[config.mk]
export PLATFORM = sky130hd
export DESIGN_NAME = inst_enc_flat
export DESIGN_NICKNAME = d
export VERILOG_FILES = /design/src/rtl/inst_enc_pkg.sv /design/src/rtl/inst_enc_if.sv /design/src/rtl/inst_fifo.sv /design/src/rtl/inst_enc.sv /design/src/flat_wrapper.sv
export SDC_FILE = /design/constraint.sdc
export NUM_CORES = 1
export LEC_CHECK = 0
export CAP_MARGIN = 15
export CORE_ASPECT_RATIO = 0.75
export CORE_MARGIN = 5
export CORE_UTILIZATION = 51
export DETAILED_ROUTE_END_ITERATION = 10
export PLACE_DENSITY = 0.86
export RECOVER_POWER = 25
export SETUP_SLACK_MARGIN = 0.4
export SLEW_MARGIN = 10
export SYNTH_ARGS = -nofsm -noshare
export SYNTH_HDL_FRONTEND = slang
export SYNTH_SLANG_ARGS = --single-unit
[constraint.sdc]
create_clock -name clk -period 2.7 [get_ports clk]
set_input_delay 0.405 -clock clk [delete_from_list [all_inputs] [get_ports clk]]
set_output_delay 0.405 -clock clk [all_outputs]
set_load 0.02 [all_outputs]
[src/rtl/inst_enc_pkg.sv]
`default_nettype none
// ============================================================================
//  Module      : inst_enc_pkg
//  Description : Shared formats, opcodes, widths and the immediate checker
//                used by the instruction encoder.
//  Revision    : 1.0 - initial release
// ============================================================================
package inst_enc_pkg;

   localparam int INST_W = 32;
   localparam int OPC_W  = 7;
   localparam int REG_W  = 5;
   localparam int F3_W   = 3;
   localparam int F7_W   = 7;
   localparam int IMM_W  = 32;
   localparam int CNT_W  = 16;
   localparam int FMT_W  = 3;

   typedef enum logic [FMT_W-1:0] {
      FMT_R = 3'd0,
      FMT_I = 3'd1,
      FMT_S = 3'd2,
      FMT_B = 3'd3,
      FMT_U = 3'd4,
      FMT_J = 3'd5
   } fmt_e;

   localparam logic [OPC_W-1:0] OP_LUI    = 7'h37;
   localparam logic [OPC_W-1:0] OP_JAL    = 7'h6F;
   localparam logic [OPC_W-1:0] OP_BRANCH = 7'h63;
   localparam logic [OPC_W-1:0] OP_STORE  = 7'h23;
   localparam logic [OPC_W-1:0] OP_IMM    = 7'h13;
   localparam logic [OPC_W-1:0] OP_REG    = 7'h33;

   // True when the immediate cannot be represented exactly by the format.
   function automatic logic imm_illegal(input logic [FMT_W-1:0] fmt,
                                        input logic [IMM_W-1:0] imm);
      logic bad;
      bad = 1'b0;
      case (fmt)
         FMT_I, FMT_S: bad = (imm != {{20{imm[11]}}, imm[11:0]});
         FMT_B:        bad = imm[0] || (imm != {{19{imm[12]}}, imm[12:0]});
         FMT_J:        bad = imm[0] || (imm != {{11{imm[20]}}, imm[20:0]});
         FMT_U:        bad = (imm[11:0] != 12'd0);
         default:      bad = 1'b0;
      endcase
      return bad;
   endfunction

endpackage
`default_nettype wire

[src/rtl/inst_enc_if.sv]
`default_nettype none
// ============================================================================
//  Module      : inst_enc_if
//  Description : Field-input, address-load and memory-write bundle of the
//                instruction encoder.
//  Revision    : 1.0 - initial release
// ============================================================================
interface inst_enc_if #(parameter int ADDR_W = 32);
   import inst_enc_pkg::*;

   logic                in_valid;
   logic                in_ready;
   logic [FMT_W-1:0]    in_fmt;
   logic [OPC_W-1:0]    opcode;
   logic [REG_W-1:0]    rd;
   logic [REG_W-1:0]    rs1;
   logic [REG_W-1:0]    rs2;
   logic [F3_W-1:0]     funct3;
   logic [F7_W-1:0]     funct7;
   logic [IMM_W-1:0]    imm;
   logic                base_load;
   logic [ADDR_W-1:0]   base_addr;
   logic                busy;
   logic                mem_we;
   logic                mem_ready;
   logic [ADDR_W-1:0]   mem_addr;
   logic [INST_W-1:0]   mem_wdata;
   logic [CNT_W-1:0]    inst_count;
   logic                enc_err;

   modport master (
      output in_valid, in_fmt, opcode, rd, rs1, rs2, funct3, funct7, imm,
             base_load, base_addr, mem_ready,
      input  in_ready, busy, mem_we, mem_addr, mem_wdata, inst_count, enc_err
   );

   modport slave (
      input  in_valid, in_fmt, opcode, rd, rs1, rs2, funct3, funct7, imm,
             base_load, base_addr, mem_ready,
      output in_ready, busy, mem_we, mem_addr, mem_wdata, inst_count, enc_err
   );

endinterface
`default_nettype wire

[src/rtl/inst_fifo.sv]
`default_nettype none
// ============================================================================
//  Module      : inst_fifo
//  Description : Synchronous FIFO with full/empty flags, head shown on rdata.
//  Revision    : 1.0 - initial release
// ============================================================================
module inst_fifo #(
   parameter int DEPTH = 4,
   parameter int WIDTH = 32
) (
   input  logic             clk,
   input  logic             rst_n,
   input  logic             push,
   input  logic             pop,
   input  logic [WIDTH-1:0] wdata,
   output logic [WIDTH-1:0] rdata,
   output logic             full,
   output logic             empty
);

   localparam int AW = $clog2(DEPTH);

   logic [WIDTH-1:0] r_mem [DEPTH];
   logic [AW-1:0]    r_wptr;
   logic [AW-1:0]    r_rptr;
   logic [AW:0]      r_count;
   logic             w_wr;
   logic             w_rd;

   assign full  = (r_count == (AW+1)'(DEPTH));
   assign empty = (r_count == '0);
   assign w_wr  = push && !full;
   assign w_rd  = pop && !empty;
   assign rdata = r_mem[r_rptr];

   always_ff @(posedge clk or negedge rst_n) begin
      if (!rst_n) begin
         r_wptr  <= '0;
         r_rptr  <= '0;
         r_count <= '0;
      end else begin
         if (w_wr) r_wptr <= r_wptr + AW'(1);
         if (w_rd) r_rptr <= r_rptr + AW'(1);
         case ({w_wr, w_rd})
            2'b10:   r_count <= r_count + (AW+1)'(1);
            2'b01:   r_count <= r_count - (AW+1)'(1);
            default: r_count <= r_count;
         endcase
      end
   end

   // Storage carries no reset; validity is tracked entirely by r_count.
   always_ff @(posedge clk) begin
      if (w_wr) r_mem[r_wptr] <= wdata;
   end

endmodule
`default_nettype wire

[src/rtl/inst_enc.sv]
`default_nettype none
// ============================================================================
//  Module      : inst_enc
//  Description : Packs RISC-V fields into words, queues and writes them to
//                sequential memory addresses. INST_ENC_CHECK_EN enables the
//                immediate legality check and enc_err.
//  Revision    : 1.0 - initial release
// ============================================================================
module inst_enc
   import inst_enc_pkg::*;
#(
   parameter int DEPTH  = 4,
   parameter int ADDR_W = 32
) (
   input  logic       clk,
   input  logic       rst_n,
   inst_enc_if.slave  bus
);

   logic [INST_W-1:0] w_word;
   logic [INST_W-1:0] w_head;
   logic [IMM_W-1:0]  w_imm;
   logic              w_accept;
   logic              w_illegal;
   logic              w_push;
   logic              w_pop;
   logic              w_full;
   logic              w_empty;
   logic [ADDR_W-1:0] r_addr;
   logic [CNT_W-1:0]  r_cnt;

   assign w_imm = bus.imm;

   always_comb begin
      w_word = {bus.funct7, bus.rs2, bus.rs1, bus.funct3, bus.rd, bus.opcode};
      case (bus.in_fmt)
         FMT_I: w_word = {w_imm[11:0], bus.rs1, bus.funct3, bus.rd, bus.opcode};
         FMT_S: w_word = {w_imm[11:5], bus.rs2, bus.rs1, bus.funct3,
                          w_imm[4:0], bus.opcode};
         FMT_B: w_word = {w_imm[12], w_imm[10:5], bus.rs2, bus.rs1, bus.funct3,
                          w_imm[4:1], w_imm[11], bus.opcode};
         FMT_U: w_word = {w_imm[31:12], bus.rd, bus.opcode};
         FMT_J: w_word = {w_imm[20], w_imm[10:1], w_imm[11], w_imm[19:12],
                          bus.rd, bus.opcode};
         default: w_word = {bus.funct7, bus.rs2, bus.rs1, bus.funct3, bus.rd,
                            bus.opcode};
      endcase
   end

   // A pending address load blocks intake so it can never race a push.
   assign bus.in_ready = !w_full && !bus.base_load;
   assign w_accept     = bus.in_valid && bus.in_ready;
   assign w_push       = w_accept && !w_illegal;
   assign w_pop        = !w_empty && bus.mem_ready;

`ifdef INST_ENC_CHECK_EN
   logic r_enc_err;

   assign w_illegal = imm_illegal(bus.in_fmt, w_imm);

   always_ff @(posedge clk or negedge rst_n) begin
      if (!rst_n) r_enc_err <= 1'b0;
      else        r_enc_err <= w_accept && w_illegal;
   end

   assign bus.enc_err = r_enc_err;
`else
   assign w_illegal   = 1'b0;
   assign bus.enc_err = 1'b0;
`endif

   inst_fifo #(
      .DEPTH (DEPTH),
      .WIDTH (INST_W)
   ) u_fifo (
      .clk   (clk),
      .rst_n (rst_n),
      .push  (w_push),
      .pop   (w_pop),
      .wdata (w_word),
      .rdata (w_head),
      .full  (w_full),
      .empty (w_empty)
   );

   always_ff @(posedge clk or negedge rst_n) begin
      if (!rst_n) begin
         r_addr <= '0;
         r_cnt  <= '0;
      end else if (w_pop) begin
         r_addr <= r_addr + ADDR_W'(4);
         r_cnt  <= r_cnt + CNT_W'(1);
      end else if (bus.base_load && w_empty && !w_push) begin
         r_addr <= bus.base_addr;
         r_cnt  <= '0;
      end
   end

   assign bus.mem_we     = !w_empty;
   assign bus.busy       = !w_empty;
   assign bus.mem_addr   = r_addr;
   assign bus.mem_wdata  = w_head;
   assign bus.inst_count = r_cnt;

endmodule
`default_nettype wire
[src/flat_wrapper.sv]
// flat-port wrapper written by rule: the top's interface ports become plain ports
module inst_enc_flat import inst_enc_pkg::*;
#(
   parameter int DEPTH  = 4,
   parameter int ADDR_W = 32
)
  (clk, rst_n, bus_in_valid, bus_in_fmt, bus_opcode, bus_rd, bus_rs1, bus_rs2, bus_funct3, bus_funct7, bus_imm, bus_base_load, bus_base_addr, bus_mem_ready, bus_in_ready, bus_busy, bus_mem_we, bus_mem_addr, bus_mem_wdata, bus_inst_count, bus_enc_err);
  inst_enc_if #(.ADDR_W(ADDR_W)) bus_i ();
  input  logic clk;
  input  logic rst_n;
  input wire logic [$bits(bus_i.in_valid)-1:0] bus_in_valid;
  input wire logic [$bits(bus_i.in_fmt)-1:0] bus_in_fmt;
  input wire logic [$bits(bus_i.opcode)-1:0] bus_opcode;
  input wire logic [$bits(bus_i.rd)-1:0] bus_rd;
  input wire logic [$bits(bus_i.rs1)-1:0] bus_rs1;
  input wire logic [$bits(bus_i.rs2)-1:0] bus_rs2;
  input wire logic [$bits(bus_i.funct3)-1:0] bus_funct3;
  input wire logic [$bits(bus_i.funct7)-1:0] bus_funct7;
  input wire logic [$bits(bus_i.imm)-1:0] bus_imm;
  input wire logic [$bits(bus_i.base_load)-1:0] bus_base_load;
  input wire logic [$bits(bus_i.base_addr)-1:0] bus_base_addr;
  input wire logic [$bits(bus_i.mem_ready)-1:0] bus_mem_ready;
  output wire logic [$bits(bus_i.in_ready)-1:0] bus_in_ready;
  output wire logic [$bits(bus_i.busy)-1:0] bus_busy;
  output wire logic [$bits(bus_i.mem_we)-1:0] bus_mem_we;
  output wire logic [$bits(bus_i.mem_addr)-1:0] bus_mem_addr;
  output wire logic [$bits(bus_i.mem_wdata)-1:0] bus_mem_wdata;
  output wire logic [$bits(bus_i.inst_count)-1:0] bus_inst_count;
  output wire logic [$bits(bus_i.enc_err)-1:0] bus_enc_err;
  assign bus_i.in_valid = bus_in_valid;
  assign bus_i.in_fmt = bus_in_fmt;
  assign bus_i.opcode = bus_opcode;
  assign bus_i.rd = bus_rd;
  assign bus_i.rs1 = bus_rs1;
  assign bus_i.rs2 = bus_rs2;
  assign bus_i.funct3 = bus_funct3;
  assign bus_i.funct7 = bus_funct7;
  assign bus_i.imm = bus_imm;
  assign bus_i.base_load = bus_base_load;
  assign bus_i.base_addr = bus_base_addr;
  assign bus_i.mem_ready = bus_mem_ready;
  assign bus_in_ready = bus_i.in_ready;
  assign bus_busy = bus_i.busy;
  assign bus_mem_we = bus_i.mem_we;
  assign bus_mem_addr = bus_i.mem_addr;
  assign bus_mem_wdata = bus_i.mem_wdata;
  assign bus_inst_count = bus_i.inst_count;
  assign bus_enc_err = bus_i.enc_err;
  inst_enc #(.DEPTH(DEPTH), .ADDR_W(ADDR_W)) u_core (.clk(clk), .rst_n(rst_n), .bus(bus_i));
endmodule
==> impl_metrics.csv, run 1 <==
group,metric,value,unit
worst_setup_path,crit_path_end,"bus_mem_wdata[8]",
routing,wl_per_cell,20.6,um
logic_synthesis,syn_area,8250,sq um
routing,drc,0,
timing,min_period,2.38,ns
die,rows,40,
logic_synthesis,synthArstFlopShare,30.1,%
routing,dr.pass1.iters,6,
timing,slew_viol_final,0,
cts,clk_path_buf_depth,2,
cts,clock-sinks,183,
power,sequentialPowerShare,39.0,%
timing,tns,0,ns
die,start_util,51.7,%
power,powerDensity,949,nW/um^2
timing,grt_setup_unrepaired,"true",
grt,track_usage,23.0,%
grt,grt_pass1_vias,6324,
grt,antenna_found_initial,1,
worst_setup_path,critical_path_depth,3,
routing,routed_wl,21.1,mm
finish,fill_cells,1073,
power,vdd.ir_drop.worst,0.000423,V
cts,clkTransAtPathRegs,0.08,ns
routing,drtAntennaViolNets,0,
worst_setup_path,start_kind,"flip-flop",
routing,viasPerCell,5.93,
logic_synthesis,syn_inst,594,
routing,top_layer,"met4",
cts,cts_tree,"yes",
logic_synthesis,synth-edff-count,128,
worst_setup_path,rrSetupSlack,0.48,ns
timing,finClkSkew,0.0127,ns
worst_setup_path,cpPeakStageDelay,0.54,ns
placement,gp_congestion,0.894,
logic_synthesis,syn_avg_cell_area,13.9,sq um
worst_setup_path,crit_path_start,"u_core.u_fifo.r_rptr[0]",
routing,vias,6066,
timing,max-slew-margin-rel,33.7,%
logic_synthesis,ys_warn_count,0,
timing,finalCritPeriodShare,88.0,%
routing,met3RoutedLength,1.56,mm
worst_setup_path,crit_family,"buffers and inverters",
finish,layout-drive-gt1-share,15.0,%
die,die_area,18800,sq um
logic_synthesis,ys_ff_latch,183,
placement,port_buffers,186,
power,p_sw,3.87,mW
die,dieWidth,157,um
worst_setup_path,critPathKind,"reg2out",
cts,htree_levels,4,
worst_setup_path,worstPathRequired,2.30,ns
routing,wl_met2,10.7,mm
power,clkPwrFrac,23.6,%
timing,setup_viol,0,
logic_synthesis,ys.flop_type,"edfxtp_1",
worst_setup_path,path_cells,"buf_12 > mux4_2 > dlygate4sd2_1",
finish,finalNetCount,911,
power,swShare,36.8,%
timing,hold_violations,0,
worst_setup_path,ff2ff_path_depth,4,
worst_setup_path,crit_buf_inv,2,
grt,grt_overflow,0,
finish,syn_to_final_growth,34.2,%
routing,wl_met1,8.34,mm
finish,multi_input_area,2870,sq um
die,die_h,120,um
routing,drt_iter0_markers,551,
finish,regArea,5220,sq um
grt,grt_max_degree,38,
die,core,16000,sq um
power,cell_internal_pwr,6.64,mW
logic_synthesis,syn-num-nets,706,
cts,cts-buffers-inserted,17,
power,p_total,10.5,mW
power,p_leak,4.01,nW
placement,dp_hpwl,15.1,mm
worst_setup_path,crit_arrival,1.97,ns
run_status,outcome,"finished clean",
power,pwr-share-comb,37.4,%
logic_synthesis,yosysUniqueCellTypes,60,
timing,tightest_slew,0.994,ns
worst_setup_path,cp_slowest_cell,"mux4_2",
logic_synthesis,ys_seq_area_share,63.3,%
cts,clk_latency,0.42,ns
cts,cts_root_buf,"clkbuf_16",
worst_setup_path,reg2reg_from,"u_core.u_fifo.r_count[1]",
placement,place_area,10500,sq um
worst_setup_path,cp-end-kind,"output pin",
timing,fmax,421,MHz
hold_path,hold_path.class,"reg2reg",
die,io_pins,188,
grt,grt_pass1_wl,33.7,mm
finish,final_cell_area,11100,sq um
flow_run,cap_violations,0,
worst_setup_path,reg2reg_to,"u_core.u_fifo.r_mem[2][18]",
worst_setup_path,cp_max_fo,18,
## power by group through the flow
| stage | Combinational (mW) | Sequential, mW | Clock [mW] |
|---|---|---|---|
| final | 3.93 | 4.09 | 2.48 |
| after global routing | 4.24 | 4.16 | 2.64 |
| after CTS | 3.98 | 4.07 | 2.52 |
| after detailed placement | 4.10 | 4.15 | 0 |
| after global placement | 4.03 | 4.11 | 0 |
| after floorplan | 2.07 | 4.26 | 0 |
## cells by family after synthesis
logic type	Yosys count	synth area share [%]
compound gates	101	8.46
xor+xnor	10	1.06
fa+ha+maj	8	1.30
buf+inv	39	2.06
flops	183	63.3
mux	53	11.3
other cells	1	0.0455
simple gates	199	12.4
## repair_timing
action,in CTS,in global routing
pin swaps,0,1
hold endpoints to repair,18,0
hold buffers,1,0
endpoints found under the setup margin,33,45
resized for setup,32,8
setup buffers,2,5
## placed cells by master (no fill, tap or decap), types with 4 or more instances in the layout
cell type / count
dlygate4sd3_1: 8
and3_2: 4
mux2i_1: 17
mux2_2: 4
a22oi_1: 11
nand3_1: 40
nor3_1: 4
inv_1: 8
a21oi_1: 13
buf_4: 22
clkdlybuf4s50_1: 145
o31ai_1: 4
edfxtp_1: 128
mux4_2: 32
o21ai_0: 20
dfrtp_1: 53
a211oi_1: 6
nor2_1: 23
clkbuf_16: 17
o211ai_1: 17
nand2b_1: 4
o311ai_0: 4
nand2_1: 79
clkinv_8: 8
dlygate4sd2_1: 31
ha_1: 7
o21ai_1: 4
xnor2_1: 4
xor2_1: 6
nor4_2: 4
nand4_1: 14
o22ai_1: 5
## synth_stat cells (all sizes together), types with 3 or more instances
master,number,area (sq um)
nor2,25,109
nand2b,4,25.0
a21oi,13,65.1
a211oi,6,45.0
nor4,7,62.6
and2,3,18.8
o311ai,4,35.0
edfxtp,128,3840
and3,7,43.8
nand2,81,314
mux2,4,45.0
mux2i,17,170
a22oi,11,82.6
clkbuf,15,56.3
xor2,6,52.6
ha,7,87.6
o22ai,5,31.3
dfrtp,55,1380
o31ai,5,51.3
a31oi,3,18.8
xnor2,4,35.0
buf,13,72.6
nand3,41,210
mux4,32,721
nor3,7,56.3
nand4,16,130
o211ai,17,128
o21ai,24,120
inv,10,37.5
## routing by layer
layer	track usage, %	vias to the layer above
met5	0	-
met4	8.51	0
met3	5.77	51
met2	37.1	290
met1	30.5	2995
li1	-	2730
## metrics by stage
step           instances  worst slack [ns]  util [%]  hold slack (ns)
5_1_grt             1023             0.243      69.3            0.486
3_3_place_gp         982             0.276      65.5            0.350
6_report            1023             0.324      69.3            0.478
3_5_place_dp         982             0.116      65.5            0.357
2_1_floorplan        594             0.482         -            0.109
4_1_cts             1017             0.267      69.3            0.434
## how the worst min path moves through the flow
stage | end | startpoint | depth (start not counted) | slack (ns)
final | u_core.bus.inst_count[15] | u_core.bus.inst_count[15] | 1 | 0.48
after global routing | u_core.bus.mem_addr[0] | bus_base_addr[0] | 3 | 0.49
after CTS | u_core.bus.mem_addr[0] | rst_n | 2 | 0.43
after detailed placement | u_core.bus.mem_addr[0] | rst_n | 1 | 0.36
after global placement | u_core.bus.mem_addr[0] | rst_n | 1 | 0.35
after floorplan | u_core.bus.inst_count[0] | rst_n | 0 | 0.11
## cell type report
type | count | share of cell area (%)
Antenna cell | 1 | 0.0226
Multi-Input combinational cell | 372 | 25.9
Clock inverter | 15 | 1.79
Timing Repair Buffer | 214 | 18.4
Sequential cell | 183 | 47.2
Inverter | 11 | 0.407
Tap cell | 210 | 2.37
Clock buffer | 17 | 3.84
## sequential cells by signal, summed over array words and instances (netlist names)
| signal | cells |
|---|---|
| u_core.bus.inst_count | 16 |
| u_core.bus.mem_addr | 32 |
| u_core.u_fifo.r_count | 3 |
| u_core.u_fifo.r_mem | 128 |
| u_core.u_fifo.r_rptr | 2 |
| u_core.u_fifo.r_wptr | 2 |
Power figures use the tool's default switching activity.
==> inputs of run 2 (changes only) <==
--- a/config.mk
+++ b/config.mk
@@ -5,14 +5,16 @@
 export SDC_FILE = /design/constraint.sdc
 export NUM_CORES = 1
 export LEC_CHECK = 0
+export ABC_AREA = 1
 export CAP_MARGIN = 15
 export CORE_ASPECT_RATIO = 0.75
 export CORE_MARGIN = 5
 export CORE_UTILIZATION = 51
 export DETAILED_ROUTE_END_ITERATION = 10
-export PLACE_DENSITY = 0.86
+export PLACE_DENSITY = 0.85
 export RECOVER_POWER = 25
 export SETUP_SLACK_MARGIN = 0.4
+export SKIP_CTS_REPAIR_TIMING = 1
 export SLEW_MARGIN = 10
 export SYNTH_ARGS = -nofsm -noshare
 export SYNTH_HDL_FRONTEND = slang
==> impl_metrics.csv, run 2 <==
group,metric,value,unit
timing,fmax,400,MHz
timing,finalCritPeriodShare,92.6,%
worst_setup_path,start_kind,"flip-flop",
die,io_pins,188,
logic_synthesis,syn_inst,918,
logic_synthesis,yosysMostFrequentCell,"nand2_1",
grt,track_usage,23.2,%
timing,grt_setup_unrepaired,"true",
logic_synthesis,synth-edff-count,128,
routing,viasPerCell,5.49,
run_status,violations,"capacitance limit, slew limit",
routing,drt_iter0_markers,765,
timing,tns,0,ns
logic_synthesis,synthArstFlopShare,30.1,%
timing,finClkSkew,0.0205,ns
routing,vias,7325,
worst_setup_path,crit_family,"buffers and inverters",
timing,min_period,2.50,ns
placement,gp_congestion,0.925,
cts,clkTransAtPathRegs,0.07,ns
timing,setup_viol,0,
logic_synthesis,ys_ff_latch,183,
worst_setup_path,crit_buf_inv,3,
finish,antennaDiodeCount,0,
logic_synthesis,netlist_top_cells_area,"edfxtp_1 44%, dfrtp_1 16%, nand2_1 10%",
logic_synthesis,yosysTopAreaCellShare,44.3,%
grt,grt_pass1_vias,6990,
hold_path,hold_path.class,"in2async",
die,core,16800,sq um
cts,cts-buffers-inserted,17,
finish,final_common_cell,"nand2_1",
cts,clock-sinks,183,
logic_synthesis,synthTopCellsByCount,"234 x nand2_1, 129 x nor2_1, 128 x edfxtp_1, 88 x o21ai_0, 65 x inv_1",
worst_setup_path,critPathKind,"reg2out",
worst_setup_path,path_cells,"inv_1 > buf_4 > o21ai_0 > o22ai_1 > clkdlybuf4s50_1",
run_status,outcome,"finished, violations left",
die,start_util,51.7,%
routing,dr.pass1.iters,5,
logic_synthesis,ys_warn_count,0,
die,die_h,123,um
finish,syn_to_final_growth,32.3,%
power,powerDensity,1010,nW/um^2
worst_setup_path,cpPeakStageDelay,0.65,ns
grt,antenna_found_initial,0,
placement,place_area,10800,sq um
worst_setup_path,crit_arrival,2.10,ns
grt,grt_overflow,0,
die,rows,41,
cts,clk_path_buf_depth,2,
finish,top_register,"u_core.u_fifo.r_mem",
grt,grt_max_degree,66,
die,die_area,19700,sq um
finish,largest_register_ffs,128,
grt,grt_pass1_wl,36.3,mm
timing,slew_viol_final,29,
cts,clk_latency,0.44,ns
logic_synthesis,syn_avg_cell_area,9.45,sq um
logic_synthesis,yosysTopAreaCell,"edfxtp_1",
timing,hold_violations,0,
power,p_leak,4.69,nW
worst_setup_path,cp_slowest_cell,"clkdlybuf4s50_1",
finish,finalNetCount,1218,
placement,port_buffers,186,
routing,wl_per_cell,17.3,um
worst_setup_path,cp_max_fo,21,
routing,drc,0,
power,vdd.ir_drop.worst,0.000555,V
cts,htree_levels,4,
finish,final_cell_mix,"235 x nand2_1, 149 x clkdlybuf4s50_1, 128 x edfxtp_1",
logic_synthesis,syn-num-nets,1030,
cts,cts_tree,"yes",
logic_synthesis,ys.flop_type,"edfxtp_1",
cts,cts_root_buf,"clkbuf_16",
routing,drtAntennaViolNets,0,
logic_synthesis,syn_area,8680,sq um
routing,routed_wl,23.1,mm
worst_setup_path,cp-end-kind,"output pin",
placement,dp_hpwl,15.8,mm
worst_setup_path,worstPathRequired,2.30,ns
timing,tightest_slew,1.61,ns
finish,final_cell_area,11500,sq um
logic_synthesis,yosysUniqueCellTypes,38,
die,dieWidth,161,um
logic_synthesis,ys_seq_area_share,60.2,%
flow_run,cap_violations,1,
finish,layout-drive-gt1-share,7.33,%
timing,max-slew-margin-rel,-7.50,%
==> run 2: report_power, final <==
group / internal (mW) / switching (mW) / total, mW
combinational: 2.04 / 3.06 / 5.10
clock: 1.26 / 1.22 / 2.48
sequential: 3.59 / 0.476 / 4.06
total: 6.89 / 4.75 / 11.6
==> run 2: stage by stage <==
step / hold WS (ns) / worst slack (ns) / util (%) / cells / power [mW]
final: 0.374 / 0.199 / 68.4 / 1334 / 11.6
after global placement: 0.462 / 0.434 / 64.7 / 1301 / 9.12
after global routing: 0.518 / 0.0919 / 68.4 / 1334 / 12.3
after floorplan: 0.109 / 0.205 / - / 918 / 6.94
after CTS: 0.0329 / 0.0378 / 68.2 / 1333 / 11.8
after detailed placement: 0.470 / 0.319 / 64.7 / 1301 / 9.27
==> run 2: cell type report <==
type                            count  area (sq um)
Fill cell                        1264          5300
Sequential cell                   183          5220
Inverter                           69           264
Multi-Input combinational cell    630          3020
Tap cell                          215           269
Timing Repair Buffer              205          2110
Clock inverter                     15           173
Clock buffer                       17           425
==> run 2: cell families after synthesis <==
logic type | synth area share (%)
xor gates and xnor gates | 0.707
adders and majority gates | 1.24
other | 0.0432
buffers and inverters | 5.19
AOI/OAI and AO/OA | 10.0
and+or+nand+nor | 22.7
DFF | 60.2
==> run 2: worst reg2reg max path, delay by kind of cell, from the launching register on <==
kind | cells | cell delay, ns
AOI/OAI and AO/OA | 2 | 0.31
adders and majority gates | 2 | 0.55
DFF | 1 | 0.39
xor gates and xnor gates | 1 | 0.17
buffers and inverters | 2 | 0.23
and+or+nand+nor | 3 | 0.60
==> run 2: path summary, 6_finish.rpt <==
kind	start	to	slack, ns	depth (start not counted)
hold reg to reg	u_core.bus.mem_addr[0]	u_core.bus.mem_addr[0]	0.49	2
min in group clk	u_core.bus.mem_addr[0]	u_core.bus.mem_addr[0]	0.49	2
hold / removal	rst_n	u_core.bus.mem_addr[7]	0.37	1
setup / recovery	u_core.u_fifo.r_rptr[1]	bus_mem_wdata[20]	0.20	5
max in group asynchronous	rst_n	u_core.bus.mem_addr[29]	0.87	2
setup reg to reg	u_core.u_fifo.r_count[0]	u_core.u_fifo.r_count[2]	0.33	10
==> run 2: routing by layer <==
layer	GRT usage (%)	routed length, um	up-vias
met5	0	0	-
met4	6.77	298	0
met3	4.33	1600	25
met2	38.9	11500	277
met1	31.3	9780	3530
li1	-	-	3493
